`config.mk`:
```
export PLATFORM = sky130hd
export DESIGN_NAME = ins_mem_reg_adder
export DESIGN_NICKNAME = d
export VERILOG_FILES = /design/src/rtl/ins_mem_reg_adder.sv
export SDC_FILE = /design/constraint.sdc
export NUM_CORES = 2
export LEC_CHECK = 0
export BUFFER_PORTS_ARGS = -buffer_cell sky130_fd_sc_hd__buf_2
export CELL_PAD_IN_SITES_DETAIL_PLACEMENT = 0
export CELL_PAD_IN_SITES_GLOBAL_PLACEMENT = 1
export CORE_AREA = 2 2 458 460
export CTS_BUF_LIST = sky130_fd_sc_hd__clkbuf_16
export DETAILED_ROUTE_END_ITERATION = 8
export DIE_AREA = 0 0 460 462
export PLACE_DENSITY = 0.53
export SYNTH_ARGS = -nofsm -noshare
export SYNTH_HDL_FRONTEND = slang
export SYNTH_SLANG_ARGS = --single-unit
```
`constraint.sdc`:
```
create_clock -name clk -period 21.9 [get_ports clk]
set_input_delay 5.475 -clock clk [delete_from_list [all_inputs] [get_ports clk]]
set_output_delay 5.475 -clock clk [all_outputs]
set_load 0.005 [all_outputs]
```
`src/rtl/ins_mem_reg_adder.sv`:
```
`default_nettype none
// ============================================================================
// Module   : ins_mem_reg_adder
// Brief    : Parallel-load instruction memory + operand register feeding a
//            grouped carry-lookahead adder (operand-fetch / add stage).
// Revision : 1.0 - initial release
// ============================================================================
module ins_mem_reg_adder #(
    parameter int WIDTH = 32,
    parameter int DEPTH = 32
) (
    input  logic                     clk,
    input  logic                     reset,
    input  logic [WIDTH*DEPTH-1:0]   r_insMem,
    input  logic                     l_insMem,
    input  logic                     e_insMem,
    input  logic [31:0]              address_insMem,
    output logic [WIDTH-1:0]         q_insMem,
    input  logic [WIDTH-1:0]         r_reg,
    input  logic                     l_reg,
    input  logic                     e_reg,
    input  logic                     w_reg,
    output logic [WIDTH-1:0]         q_reg,
    input  logic                     carryin,
    output logic [WIDTH-1:0]         sum,
    output logic                     carryout,
    output logic                     overflow
);

    localparam int c_AW     = $clog2(DEPTH);
    localparam int c_GROUPS = WIDTH / 4;

    logic [WIDTH*DEPTH-1:0] r_mem_q;
    logic [WIDTH*DEPTH-1:0] w_mem_d;
    logic [WIDTH-1:0]       r_reg_q;
    logic [WIDTH-1:0]       w_reg_d;

    logic [c_AW-1:0]        w_idx;
    logic                   w_addr_unused;

    logic [WIDTH-1:0]       w_p;
    logic [WIDTH-1:0]       w_g;
    logic [WIDTH:0]         w_c;

    // Upper address bits are ignored so reads wrap modulo DEPTH.
    assign w_idx         = address_insMem[c_AW-1:0];
    assign w_addr_unused = ^address_insMem[31:c_AW];
    assign q_insMem      = r_mem_q[w_idx*WIDTH +: WIDTH];
    assign q_reg         = r_reg_q;

    always_comb begin
        w_mem_d = r_mem_q;
        if (e_insMem && l_insMem) begin
            w_mem_d = r_insMem;
        end
    end

    // Load has priority over write-back; write-back captures the pre-edge sum.
    always_comb begin
        w_reg_d = r_reg_q;
        if (e_reg) begin
            if (l_reg) begin
                w_reg_d = r_reg;
            end else if (w_reg) begin
                w_reg_d = sum;
            end
        end
    end

    always_ff @(posedge clk) begin
        if (reset) begin
            r_mem_q <= '0;
            r_reg_q <= '0;
        end else begin
            r_mem_q <= w_mem_d;
            r_reg_q <= w_reg_d;
        end
    end

    assign w_p    = q_insMem ^ r_reg_q;
    assign w_g    = q_insMem & r_reg_q;
    assign w_c[0] = carryin;

    // Each 4-bit group resolves its internal carries in lookahead form;
    // group carry-outs ripple into the next group.
    generate
        for (genvar gi = 0; gi < c_GROUPS; gi++) begin : g_cla
            localparam int B = gi * 4;
            assign w_c[B+1] = w_g[B]   | (w_p[B]   & w_c[B]);
            assign w_c[B+2] = w_g[B+1] | (w_p[B+1] & w_g[B])
                            | (w_p[B+1] & w_p[B]   & w_c[B]);
            assign w_c[B+3] = w_g[B+2] | (w_p[B+2] & w_g[B+1])
                            | (w_p[B+2] & w_p[B+1] & w_g[B])
                            | (w_p[B+2] & w_p[B+1] & w_p[B] & w_c[B]);
            assign w_c[B+4] = w_g[B+3] | (w_p[B+3] & w_g[B+2])
                            | (w_p[B+3] & w_p[B+2] & w_g[B+1])
                            | (w_p[B+3] & w_p[B+2] & w_p[B+1] & w_g[B])
                            | (w_p[B+3] & w_p[B+2] & w_p[B+1] & w_p[B] & w_c[B]);
        end
    endgenerate

    assign sum      = w_p ^ w_c[WIDTH-1:0];
    assign carryout = w_c[WIDTH];
    assign overflow = w_c[WIDTH] ^ w_c[WIDTH-1];

endmodule
`default_nettype wire

```
# Yosys cells after proc, flatten, opt, wreduce, memory -nomap -nowiden
# Cells that the tools add are included.
# totals
inputBits,1096
register_bits,1056
# op_classes
n_mux,2
n_reduce_logical,3
bitwise,212
shifts,1
# op_table
cell,n
variable part select 1024 x 11 -> 32 bit,1
bitwise AND 1 bit,128
OR 1 bit,80
2-to-1 mux 32 bit,2
bitwise XOR 32 bit,2
bitwise AND 32 bit,1
AND reduction 2 bit,1
nonzero test 2 bit,1
logical AND 1 bit,1
bitwise XOR 1 bit,1

# Logic depth before layout (Yosys ltp)
# depth
ltp_word,24
depth_mapped,19

# Worst setup path after synthesis
# No wires, ideal clock.
# synth_timing
path_type,input-to-output
from,in address_insMem[0]
to,out sum[29]
required_time_ps,16425
arrival_ps,9938
stages,15
path_slack_ps,6487
path_buffers,3
path_cell_list,clkbuf_1 clkbuf_1 buf_1 mux4_2 mux4_2 mux2_2 ha_1 and4_4 and2_2 a221o_2 a2111oi_2 or3_4 nand2_1 fa_1 xor2_1
# synth_lines
element,line_no,rtl
start: declaration,17,"input logic [31:0] address_insMem,"
variable part select 1024 x 11 -> 32 bit (*),48,assign q_insMem = r_mem_q[w_idx*WIDTH +: WIDTH];
named net q_insMem[16],18,"output logic [WIDTH-1:0] q_insMem,"
bitwise AND 32 bit / bitwise XOR 32 bit (equally long branches),"81, 80",
"bitwise AND 1 bit, on equally long branches","97, 98",
OR 1 bit / bitwise AND 1 bit (equally long branches),"97, 98",
OR 1 bit (*),98,| (w_p[B+3] & w_p[B+2] & w_p[B+1] & w_p[B] & w_c[B]);
bitwise AND 1 bit (*),98,
OR 1 bit (*),98,
bitwise AND 1 bit (*),98,
OR 1 bit (*),98,
bitwise AND 1 bit (*),89,assign w_c[B+1] = w_g[B] | (w_p[B] & w_c[B]);
OR 1 bit (*),89,
bitwise XOR 32 bit (*),102,assign sum = w_p ^ w_c[WIDTH-1:0];
end: declaration,25,"output logic [WIDTH-1:0] sum,"
# Mark *: on every way through the listed nets, which the timed path passes. The rest lies on a longest branch.

# Worst setup path in the final report
# layout_timing
from,in address_insMem[1]
to,out sum[29]
# layout_via
elab_chain_cells,22
# layout_lines
element,line_no,rtl
variable part select 1024 x 11 -> 32 bit (*),48,
bitwise XOR 32 bit / bitwise AND 32 bit (equally long branches),"80, 81",
"bitwise AND 1 bit, on equally long branches",n/a,
OR 1 bit (tied with other cells),95,assign w_c[B+4] = w_g[B+3] | (w_p[B+3] & w_g[B+2])
OR 1 bit (tied with other cells),96,| (w_p[B+3] & w_p[B+2] & w_g[B+1])
OR 1 bit / bitwise AND 1 bit (equally long branches),"97, 98",
OR 1 bit,98,
bitwise AND 1 bit,98,
[6 not listed],n/a,
OR 1 bit,98,
bitwise AND 1 bit,98,
OR 1 bit,98,
bitwise AND 1 bit,98,
OR 1 bit,98,
bitwise AND 1 bit,89,
OR 1 bit,89,
bitwise XOR 32 bit (*),102,
# Mark *: on every way between the ends. The rest lies on a longest branch, timed or not.

==> out/results.ini <==
[outcome]
status = completed

[power_and_ir_drop]
combPwrFrac = 0.133
total_leakage_power_nw = 22.7
swShare = 0.288
power_density_nw_per_um2 = 84.3
net-switching-power_mw = 1.40
seq_power_share = 0.425
p_int_mw = 3.47
max-vdd-ir-drop_mv = 0.0835
total_power_mw = 4.87
clock_power_share = 0.442

[synthesis]
synth.avg_cell_area_um2 = 8.70
syn_nets = 6346
synthFlopType = dfxtp_1
ys_ff_latch = 1056
yosys_warnings = 0
yosysUniqueCellTypes = 54
async_reset_ff_frac = 0
syn_inst = 5210
yosysSeqAreaShare = 0.466
synth_edf_count = 0
synth_area_um2 = 45400

[grt]
grt_max_degree = 214
grt.overflow.total = 0
grtUsageTotal = 0.225
antenna_found_initial = 241
grt_pass1_vias = 41300
grt_first_pass_wirelength_um = 332000

[floorplan]
num_io_pins = 1194
floorplan.die_area_um2 = 213000
start_util = 0.218
die_width_um = 460
core_area_um2 = 208000
die_h_um = 462
placementRows = 168

[placement]
port_buffers = 1166
hpwl_um = 194000
pre_cts_ws_ns = 4.61
placed_area_um2 = 53400
placed_cells = 8709
finalWeightedCongestion = 0.875

[clock_tree]
cts_setup_buffers = 0
cts.repair.resized = 0
clk_pin_slew_ns = 0.05
clock_latency_ns = 0.80
cts_root_buffer = clkbuf_16
cts_tree = yes
cts_max_level = 4
cts.path.max_buffers = 3
cts-hold-fix-buffers = 0
cts_sinks = 1056
cts_buffers = 136

[finish]
stdcell_count = 9023
finalInstanceArea_um2 = 57800
fin_util = 0.278
syn_to_final_growth_pct = 27.5
nets = 7263
largest_reg_flops = 1024
drive_gt1_frac = 0.282

[timing]
hold_viol = 0
clock_skew_ns = 0.0264
report.final.slew_viol_count = 0
period_minus_slack_ns = 17.24
fmax_ghz = 0.0580
setup_viol = 0
rsz0062_at_grt = false
tightest_slew_ns = 1.20
min_period_over_period = 0.787
tns_ns = 0
whs_ns = 0.450
relSlewSlack = 0.200
layout_setup_ws_ns = 4.66

[setup_path]
timing_worst_setup_path_type = in2out
worstPathRequired_ns = 16.43
worstPathArrival_ns = 11.77
startpoint = address_insMem[1]
timing.rr.start = r_mem_q[992]
critPathLaunchType = input port
worstSetupEndpointType = primary output
path_max_fanout = 66

[min_path]
min_from = r_mem_q[896]
min_path_type = reg2reg

[route]
num_vias = 42600
drt-pass1-iter-count = 7
finalWirelength_um = 249000
first_iter_violations = 3546
wl_per_cell_um = 27.6
drc = 0
via_per_inst = 4.72
final_antenna_net_count = 0

[job]
maxCapViolCount = 0

[cells in the mapped netlist (2+ instances only)]
cell type | instances | area (um^2)
a211oi_1 | 15 | 113
buf_2 | 10 | 50.1
mux2i_1 | 14 | 140
buf_1 | 75 | 282
a31oi_1 | 3 | 18.8
dfxtp_1 | 1056 | 21100
nor2_1 | 35 | 131
a21oi_1 | 1051 | 5260
nor4_1 | 2 | 12.5
a311oi_1 | 6 | 52.6
ha_1 | 32 | 400
nor3_1 | 9 | 45.0
nand2_1 | 2080 | 7810
mux2_2 | 31 | 349
a211oi_2 | 2 | 25.0
and3_1 | 2 | 12.5
o21ai_0 | 6 | 30.0
o21bai_1 | 6 | 45.0
nand3_1 | 6 | 30.0
o211ai_1 | 8 | 60.1
nand2b_1 | 9 | 56.3
inv_1 | 12 | 45.0
mux4_2 | 320 | 7210
xnor2_1 | 10 | 87.6
o21a_1 | 3 | 22.5
or3_1 | 2 | 12.5
clkbuf_1 | 348 | 1310
a21o_1 | 12 | 90.1
xor2_1 | 13 | 114
fa_1 | 8 | 160
[path summary, 6_finish.rpt]
check / depth (start not counted) / slack, ns / end
worst min register to register: 2 / 0.45 / r_mem_q[896]
worst min-delay path: 2 / 0.45 / r_mem_q[896]
worst max register to register: 15 / 16.68 / q_reg[29]
worst max-delay path: 15 / 4.66 / sum[29]
[kinds of logic (layout without fill, tap and decap cells)]
kind of cell | after synthesis | after routing | share of synthesized area
compound gates | 1126 | 1126 | 0.130
fa+ha+maj | 40 | 40 | 0.0124
simple gates | 2154 | 2154 | 0.180
other cells | 0 | 75 | 0
mux | 365 | 365 | 0.170
flops | 1056 | 1056 | 0.466
buf+inv | 446 | 1464 | 0.0372
xor+xnor | 23 | 23 | 0.00444
[power groups by stage]
stage	Combinational (mW)	Clock, mW	Sequential, mW
floorplan	0.323	0	2.09
global placement	0.652	0	2.11
detailed placement	0.656	0	2.11
CTS	0.658	2.22	2.07
global route	0.700	2.28	2.08
finish	0.646	2.15	2.07
[final cells by class]
cell class                      instances  area [um^2]
Clock buffer                          139         3480
Inverter                               13         48.8
Multi-Input combinational cell       3708        22500
Clock inverter                        100          698
Sequential cell                      1056        21100
Fill cell                           22800       150000
Tap cell                             2720         3400
Timing Repair Buffer                 1212         6310
Antenna cell                           75          188
[routing by layer]
metal	part of all wire	vias up	global-route usage
li1	-	19600	-
met2	0.43	1622	0.340
met3	0.083	496	0.0635
met4	0.038	114	0.0830
met5	0.0030	-	0
met1	0.44	20700	0.305
[cell usage in the layout (no fill, tap or decap), drive strengths merged, types with 10 or more instances in the layout]
cell,count
nand2,2080
buf,1212
dfxtp,1056
a21oi,1052
mux4,320
clkbuf,139
diode,75
inv,55
clkinv,48
nor2,35
ha,32
mux2,31
a211oi,17
mux2i,14
xor2,13
a21o,13
xnor2,10
[critical path: stages]
cell and delay, ns:
buf_8 0.54, buf_4 0.78, mux4_2 0.55, mux4_2 0.65, mux2_2 0.36, ha_1 0.36
and3_2 0.26, a221oi_2 0.29, o32ai_2 0.19, a2111oi_2 0.84, or3_4 0.29, nand2_1 0.07
fa_1 0.39, xor2_1 0.19, buf_2 0.31
No activity file was read; power rests on OpenSTA's default activity.
